<file path="config.mk">
export PLATFORM = sky130hd
export DESIGN_NAME = hazard_controller
export DESIGN_NICKNAME = d
export VERILOG_FILES = /design/src/rtl/pipe_pkg.sv /design/src/rtl/sat_counter.sv /design/src/rtl/hazard_controller.sv
export SDC_FILE = /design/constraint.sdc
export NUM_CORES = 1
export LEC_CHECK = 0
export ABC_CLOCK_PERIOD_IN_PS = 3800
export CORE_AREA = 2 2 94 69
export DETAILED_ROUTE_END_ITERATION = 10
export DIE_AREA = 0 0 96 71
export DONT_BUFFER_PORTS = 1
export HOLD_SLACK_MARGIN = 0.06
export PLACE_DENSITY_LB_ADDON = 0.05
export SKIP_CTS_REPAIR_TIMING = 1
export SYNTH_ARGS = -nofsm -noshare
export SYNTH_HDL_FRONTEND = slang
export SYNTH_HIERARCHICAL = 1
export SYNTH_SLANG_ARGS = --single-unit
</file>
<file path="constraint.sdc">
create_clock -name clock -period 3.8 [get_ports clock]
set_input_delay 0.57 -clock clock [delete_from_list [all_inputs] [get_ports clock]]
set_output_delay 0.57 -clock clock [all_outputs]
set_load 0.005 [all_outputs]
</file>
<file path="src/rtl/pipe_pkg.sv">
// Shared types and constants for the pipeline hazard controller.
package pipe_pkg;

    typedef enum logic [1:0] {
        RUN    = 2'd0,
        DRAIN  = 2'd1,
        HALTED = 2'd2
    } hz_state_t;

    localparam logic [4:0] REG_ZERO    = 5'd0;
    localparam int         DRAIN_DEPTH = 3;
    localparam int         DRAIN_W     = 2;

endpackage

</file>
<file path="src/rtl/sat_counter.sv">
// Event counter that sticks at all-ones; clear wins over increment.
module sat_counter #(
    parameter int W = 16
) (
    input  logic         clock,
    input  logic         reset_n,
    input  logic         inc,
    input  logic         clr,
    output logic [W-1:0] count
);

    logic [W-1:0] r_count;

    always_ff @(posedge clock or negedge reset_n) begin
        if (!reset_n) begin
            r_count <= '0;
        end else if (clr) begin
            r_count <= '0;
        end else if (inc && (r_count != {W{1'b1}})) begin
            r_count <= r_count + 1'b1;
        end
    end

    assign count = r_count;

endmodule

</file>
<file path="src/rtl/hazard_controller.sv">
// Resolves load-use, taken-branch, memory-wait and halt hazards for the
// five-stage pipeline and counts stall/flush events.
//
// state  | meaning
// RUN    | normal issue; branch, load-use and halt are acted on
// DRAIN  | halt seen; front end held while older instructions retire
// HALTED | pipeline empty and frozen until reset
module hazard_controller
    import pipe_pkg::*;
#(
    parameter int MEM_TIMEOUT = 255,
    parameter int CNT_W       = 16
) (
    input  logic             clock,
    input  logic             reset_n,
    input  logic [4:0]       ra_pipe_id,
    input  logic [4:0]       rb_pipe_id,
    input  logic             uses_ra_id,
    input  logic             uses_rb_id,
    input  logic             halt_pipe_id,
    input  logic             MemToReg_pipe_ex,
    input  logic             RegWrite_pipe_ex,
    input  logic [4:0]       RegWriteDst_pipe_ex,
    input  logic             branch_taken_ex,
    input  logic             dmem_req_mem,
    input  logic             dmem_ready,
    input  logic             cnt_clear,
    output logic             pc_en,
    output logic             ifid_en,
    output logic             idex_en,
    output logic             exmem_en,
    output logic             memwb_en,
    output logic             ifid_flush,
    output logic             idex_bubble,
    output logic             halted,
    output logic             mem_timeout,
    output logic [CNT_W-1:0] stall_cycles,
    output logic [CNT_W-1:0] flush_count
);

    localparam int                WAIT_W   = $clog2(MEM_TIMEOUT + 1);
    localparam logic [WAIT_W-1:0] WAIT_MAX = WAIT_W'(MEM_TIMEOUT);

    hz_state_t          r_state;
    hz_state_t          w_state_nxt;
    logic [DRAIN_W-1:0] r_drain_cnt;
    logic [DRAIN_W-1:0] w_drain_nxt;
    logic [WAIT_W-1:0]  r_wait_cnt;
    logic [WAIT_W-1:0]  w_wait_nxt;
    logic               r_mem_timeout;

    logic w_freeze;
    logic w_ra_hit;
    logic w_rb_hit;
    logic w_load_use;
    logic w_stall_inc;
    logic w_flush_inc;

    assign w_freeze   = dmem_req_mem && !dmem_ready;
    assign w_ra_hit   = uses_ra_id && (ra_pipe_id == RegWriteDst_pipe_ex);
    assign w_rb_hit   = uses_rb_id && (rb_pipe_id == RegWriteDst_pipe_ex);
    assign w_load_use = RegWrite_pipe_ex && MemToReg_pipe_ex &&
                        (RegWriteDst_pipe_ex != REG_ZERO) && (w_ra_hit || w_rb_hit);

    always_ff @(posedge clock or negedge reset_n) begin
        if (!reset_n) begin
            r_state     <= RUN;
            r_drain_cnt <= '0;
        end else begin
            r_state     <= w_state_nxt;
            r_drain_cnt <= w_drain_nxt;
        end
    end

    // A memory freeze stalls the whole pipe, so the drain count must not advance.
    always_comb begin
        w_state_nxt = r_state;
        w_drain_nxt = r_drain_cnt;
        if (!w_freeze) begin
            case (r_state)
                RUN: begin
                    if (!branch_taken_ex && !w_load_use && halt_pipe_id) begin
                        w_state_nxt = DRAIN;
                        w_drain_nxt = DRAIN_W'(DRAIN_DEPTH);
                    end
                end
                DRAIN: begin
                    if (r_drain_cnt == DRAIN_W'(1)) begin
                        w_state_nxt = HALTED;
                        w_drain_nxt = '0;
                    end else begin
                        w_drain_nxt = r_drain_cnt - 1'b1;
                    end
                end
                HALTED: begin
                    w_state_nxt = HALTED;
                end
                default: begin
                    w_state_nxt = RUN;
                    w_drain_nxt = '0;
                end
            endcase
        end
    end

    always_comb begin
        pc_en       = 1'b1;
        ifid_en     = 1'b1;
        idex_en     = 1'b1;
        exmem_en    = 1'b1;
        memwb_en    = 1'b1;
        ifid_flush  = 1'b0;
        idex_bubble = 1'b0;
        if ((r_state == HALTED) || w_freeze) begin
            pc_en    = 1'b0;
            ifid_en  = 1'b0;
            idex_en  = 1'b0;
            exmem_en = 1'b0;
            memwb_en = 1'b0;
        end else if (r_state == DRAIN) begin
            pc_en       = 1'b0;
            ifid_en     = 1'b0;
            idex_bubble = 1'b1;
        end else if (branch_taken_ex) begin
            ifid_flush  = 1'b1;
            idex_bubble = 1'b1;
        end else if (w_load_use || halt_pipe_id) begin
            pc_en       = 1'b0;
            ifid_en     = 1'b0;
            idex_bubble = 1'b1;
        end
    end

    assign halted = (r_state == HALTED);

    always_comb begin
        w_wait_nxt = '0;
        if (w_freeze) begin
            w_wait_nxt = (r_wait_cnt == WAIT_MAX) ? r_wait_cnt : r_wait_cnt + 1'b1;
        end
    end

    always_ff @(posedge clock or negedge reset_n) begin
        if (!reset_n) begin
            r_wait_cnt    <= '0;
            r_mem_timeout <= 1'b0;
        end else begin
            r_wait_cnt    <= w_wait_nxt;
            r_mem_timeout <= r_mem_timeout || (w_wait_nxt == WAIT_MAX);
        end
    end

    assign mem_timeout = r_mem_timeout;

    assign w_stall_inc = !pc_en && (r_state != HALTED);
    assign w_flush_inc = (r_state == RUN) && !w_freeze && branch_taken_ex;

    sat_counter #(.W(CNT_W)) u_stall_cnt (
        .clock   (clock),
        .reset_n (reset_n),
        .inc     (w_stall_inc),
        .clr     (cnt_clear),
        .count   (stall_cycles)
    );

    sat_counter #(.W(CNT_W)) u_flush_cnt (
        .clock   (clock),
        .reset_n (reset_n),
        .inc     (w_flush_inc),
        .clr     (cnt_clear),
        .count   (flush_count)
    );

endmodule
</file>
==> flow_summary.toml, run 1 <==
[place]
dp_hpwl_um = 4338
place_congestion = 0.8209
port_buffers = 0

[cts]
clock-sinks = 45
clk_latency_ns = 0.29
root_buffer = "clkbuf_8"
cts_tree = "built"
path_clk_slew_ns = 0.09
numCtsBuffers = 5
htree_levels = 2
clockBufferDepth = 2

[yosys]
ys_seq_area_share_pct = 39.46
syn-num-nets = 340
synth.largest_area_cell = "dfrtp_1"
syn_inst = 307
ys_warn_count = 6
ys_ff_latch = 45
synth_ff_type = "dfrtp_1"
synth_edf_count = 0
ys_types = 47
avgSynthCellArea_um2 = 9.296
yosys-top-cells-area = "dfrtp_1, a21oi_1, o31ai_1"
netlist_area_um2 = 2854
ys_async_sr_fraction_pct = 100.0
netlist.area_leader.share_pct = 39.46

[timing]
period_minus_slack_ns = 2.701
finalSetupTns_ns = 0
hold_ws_ns = 0.1060
fin_worst_skew_ns = 0.005353
worst_pin_slew_ns = 0.9147
min_period_over_period_pct = 71.07
final-setup-viol-count = 0
hold_viol = 0
maxSlewHeadroom_pct = 38.56
rsz0062_at_grt = "false"
drv_slew = 0
max_freq_mhz = 370.3

[pwr]
peakVddDrop_v = 0.0002639
power.switching_uw = 367.1
cellLeakagePower_nw = 1.234
p_int_uw = 779.5
p_per_area_nw_per_um2 = 382.6
p_seq_share_pct = 46.9
comb_power_share_pct = 24.7
clock_power_share_pct = 28.4
switching_share_pct = 32.02

[status]
status = "finished clean"

[detailed_routing]
viasPerCell = 6.124
drc = 0
drtPass1Iterations = 4
postRouteAntennaNets = 0
drtIter0Drc = 137
vias = 2321
post_drt_wl_per_cell_um = 16.63
totalWireLength_um = 6301

[die]
die_w_um = 96
boundaryPins = 67
die_area_um2 = 6816
initial_core_util_pct = 47.76
rows = 24
core-area_um2 = 5976
die_h_um = 71

[grt]
antenna_found_initial = 0
track_usage_pct = 19.46
grt_start_max_net_pins = 46
grt_pass1_wl_um = 10710
overflow = 0
grt_pass1_vias = 2237

[worst_setup_path]
critPathTopFamily = "compound AO/OA/AOI/OAI gates"
crit_fanout = 22
max_stage_delay_ns = 0.71
crit_type = "in -> reg"
crit_buf_inv = 1
slowest_stage = "or4_2"
required_ns = 4.02
worstPathArrival_ns = 2.92
path_cells = "xnor2_1, nand4_1, o22ai_1, o2111ai_2, a21oi_1, o31a_1, inv_1, or4_2, a21oi_1"
end_kind = "flip-flop"
cp-start-kind = "primary input"
crit_path_frequent_cell = "a21oi_1"

[cells_and_area]
area_growth_pct = 4.998
drive_above_1_share_pct = 11.30
nets = 333
diodes = 0

[min_path]
hold_class = "in -> async"

[flow_run]
drv_cap = 0
final timing paths:
kind | start | endpoint | slack [ns] | cells after the start
worst min register to register | mem_timeout | mem_timeout | 0.50 | 1
max in group asynchronous | reset_n | r_wait_cnt[7] | 3.48 | 1
worst min-delay path | reset_n | u_flush_cnt/count[9] | 0.11 | 1
min in group clock | cnt_clear | u_flush_cnt/count[12] | 0.33 | 1
worst max register to register | u_flush_cnt/count[0] | u_flush_cnt/count[15] | 1.47 | 5
worst max-delay path | RegWriteDst_pipe_ex[1] | u_stall_cnt/count[3] | 1.10 | 9
cell usage in the layout, fill, tap and decap left out, drive strengths merged, types with 3 or more instances in the layout:
master	n
a211oi	3
a21oi	26
a31oi	3
and3	7
and4	4
clkbuf	7
dfrtp	45
ha	7
inv	15
mux2	9
nand2	21
nand3	12
nand3b	3
nand4	18
nor2	16
nor2b	10
nor3	8
nor4	10
o21ai	13
o31ai	14
or3	6
or4	15
xnor2	11
per-stage QoR:
step / instances / utilization, % / power, mW / area, µm² / setup slack (ns)
6_report: 379 / 50.15 / 1.147 / 2997 / 1.099
5_1_grt: 379 / 50.15 / 1.229 / 2997 / 0.9636
4_1_cts: 378 / 49.69 / 1.151 / 2969 / 1.097
3_5_place_dp: 370 / 47.99 / 0.8175 / 2868 / 0.7941
3_3_place_gp: 370 / 47.99 / 0.8135 / 2868 / 0.9108
2_1_floorplan: 307 / - / 0.7937 / 2854 / 1.180
cell families (layout without fill, tap and decap cells):
family | count (synthesis) | count (layout) | synth area share, %
simple gates | 133 | 133 | 28.45
compound gates | 69 | 69 | 16.05
flops | 45 | 45 | 39.46
buf+inv | 30 | 24 | 4.910
xor+xnor | 12 | 12 | 3.683
mux | 11 | 11 | 4.384
fa+ha+maj | 7 | 7 | 3.069
routing by layer:
metal	routed length (µm)	GRT usage [%]	up-vias
met5	0	0	-
met4	44	5.238	0
met3	399	5.751	4
met2	2811	30.09	76
met1	3046	26.61	1096
li1	-	-	1145
worst reg2reg max path, delay by kind of cell, from the launching register on:
family | cells | cell delay, ns
adders and majority gates | 1 | 0.26
DFF | 1 | 0.44
muxes | 1 | 0.35
and+or+nand+nor | 3 | 1.18
final cells by class:
| class | count | area [µm²] |
|---|---|---|
| Inverter | 15 | 56.30 |
| Clock inverter | 1 | 5.005 |
| Multi-Input combinational cell | 232 | 1588 |
| Fill cell | 562 | 2979 |
| Timing Repair Buffer | 1 | 27.53 |
| Sequential cell | 45 | 1126 |
| Clock buffer | 7 | 96.34 |
| Tap cell | 78 | 97.59 |
power by group through the flow:
stage	clock [mW]	sequential, mW	combinational, mW
2_1_floorplan	0	0.540	0.253
3_3_place_gp	0	0.547	0.267
3_5_place_dp	0	0.546	0.271
4_1_cts	0.342	0.538	0.271
5_1_grt	0.361	0.544	0.324
6_report	0.325	0.538	0.284
cells in the mapped netlist, types with 9 or more instances:
cell,count
a21oi_1,26
or4_1,10
dfrtp_1,45
nand4_1,16
inv_1,15
nand2_1,21
nor2b_1,10
xnor2_1,11
clkbuf_1,9
nor2_1,15
o31ai_1,14
nand3_1,12
flip-flops by register name (all words and copies together) (netlist names):
signal / flops
mem_timeout: 1
u_flush_cnt/count: 16
u_stall_cnt/count: 16
r_wait_cnt: 8
r_state: 2
r_drain_cnt: 2
Note: power is estimated with default switching activity, not from simulation.
==> run 2: changes to the inputs <==
Settings changed: ABC_CLOCK_PERIOD_IN_PS 3800 to 2200.
Clock period 3.8 ns to 2.2 ns, I/O delays scaled along.
==> flow_summary.toml, run 2 (same netlist as run 1, synthesis figures left out) <==
[timing]
hold_viol = 0
worst_pin_slew_ns = 0.5267
finalSetupTns_ns = 0
max_freq_mhz = 484.7
setup_slack_ns = 0.1367
period_minus_slack_ns = 2.063
maxSlewHeadroom_pct = 64.62
final-setup-viol-count = 0
drv_slew = 0
fin_worst_skew_ns = 0.01624
hold_ws_ns = 0.07400
min_period_over_period_pct = 93.78
rsz0062_at_grt = "true"

[die]
boundaryPins = 67
initial_core_util_pct = 47.76
die_w_um = 96
die_area_um2 = 6816
die_h_um = 71
core-area_um2 = 5976
rows = 24

[pwr]
p_per_area_nw_per_um2 = 672.2
fin_total_pwr_mw = 2.153
cellLeakagePower_nw = 1.333
peakVddDrop_v = 0.0004608

[worst_setup_path]
reg2reg_slack_ns = 0.20
ff2ff_path_depth = 5
max_stage_delay_ns = 0.53
reg2reg_to = "u_stall_cnt/count[15]"
path_cells = "or4_4, o2111ai_4, a21oi_2, o31a_1, inv_2, nor4_2, mux2_1"
worstPathArrival_ns = 2.26
crit_type = "in -> reg"
timing.rr.start = "u_stall_cnt/count[1]"
required_ns = 2.40
crit_buf_inv = 1
slowest_stage = "or4_4"
crit_fanout = 20
cp-start-kind = "primary input"
critPathTopFamily = "compound AO/OA/AOI/OAI gates"
end_kind = "flip-flop"

[detailed_routing]
viasPerCell = 6.041
vias = 2386
post_drt_wl_per_cell_um = 16.53
drtPass1Iterations = 4
totalWireLength_um = 6530
drtIter0Drc = 114
drc = 0
postRouteAntennaNets = 0

[cells_and_area]
nets = 349
multi_input_area_um2 = 1655
fin_cells = 395
drive_above_1_share_pct = 17.98
layout_commonest_cell = "dfrtp_1"
nFillCells = 554
mostFrequentLayoutCells = "dfrtp_1, a21oi_1, nand2_1"
diodes = 0
finish.utilization_pct = 53.60
area_growth_pct = 12.23
final_area_um2 = 3203
seq_area_um2 = 1126

[cts]
clockBufferDepth = 2
path_clk_slew_ns = 0.10
root_buffer = "clkbuf_8"
cts_tree = "built"
htree_levels = 2
numCtsBuffers = 5
clk_latency_ns = 0.31
clock-sinks = 45

[place]
post-place-ws_ns = -0.1951
dp.cells = 384
placed_area_um2 = 3022
place_congestion = 0.7660
port_buffers = 0
dp_hpwl_um = 4639

[min_path]
whs_path_depth = 1
hold_class = "in -> reg"
holdCritStartpoint = "cnt_clear"
hold_end = "u_stall_cnt/count[7]"

[grt]
overflow = 0
grt_pass1_vias = 2216
track_usage_pct = 19.80
grt_start_max_net_pins = 46
grt_pass1_wl_um = 10790
antenna_found_initial = 0

[flow_run]
drv_cap = 0

[status]
status = "finished clean"
run 2: changes by cell type in the layout (fill, tap and decap cells not counted), sizes merged:
cell         change
buf             +14
clkbuf           -2
dlygate4sd3      +2
bufinv           +1
clkinvlp         +1
run 2: layout make-up:
class | count | area share, %
Sequential cell | 45 | 35.16
Tap cell | 78 | 3.047
Clock buffer | 5 | 2.148
Clock inverter | 3 | 1.445
Timing Repair Buffer | 17 | 4.766
Multi-Input combinational cell | 232 | 51.68
Inverter | 15 | 1.758
run 2: per-layer routing:
metal	GRT usage (%)	vias up	part of all wire (%)
li1	-	1174	-
met1	30.18	1165	51
met2	28.24	45	44
met3	5.005	2	4.9
met4	4.286	0	0.47
met5	0	-	0
run 2: worst reg2reg max path, cell delays in order, from the launching register on:
cell	delay, ns
dfrtp_1	0.44
ha_1	0.26
nand4_2	0.15
nor4_4	0.56
nor4_1	0.15
mux2_1	0.34
run 2: power by group:
part / internal [mW] / switching [mW]
sequential: 0.879 / 0.0500
combinational: 0.248 / 0.334
clock: 0.340 / 0.302
run 2: how the worst max path moves through the flow:
stage,from,to,slack (ns),cells after the start
2_1_floorplan,RegWriteDst_pipe_ex[0],u_stall_cnt/count[11],-0.003,8
6_report,RegWriteDst_pipe_ex[0],u_stall_cnt/count[9],0.14,7
3_5_place_dp,RegWriteDst_pipe_ex[4],u_stall_cnt/count[13],-0.20,9
5_1_grt,RegWriteDst_pipe_ex[1],u_stall_cnt/count[11],-0.02,9
4_1_cts,RegWriteDst_pipe_ex[4],u_stall_cnt/count[13],0.14,9
3_3_place_gp,RegWriteDst_pipe_ex[0],u_stall_cnt/count[9],-0.12,7
==> run 3: changes to the inputs <==
Settings changed: CAP_MARGIN from default to 20.
==> results of run 3 <==
No change in the layout: final DEF, timing and power equal those of run 2.
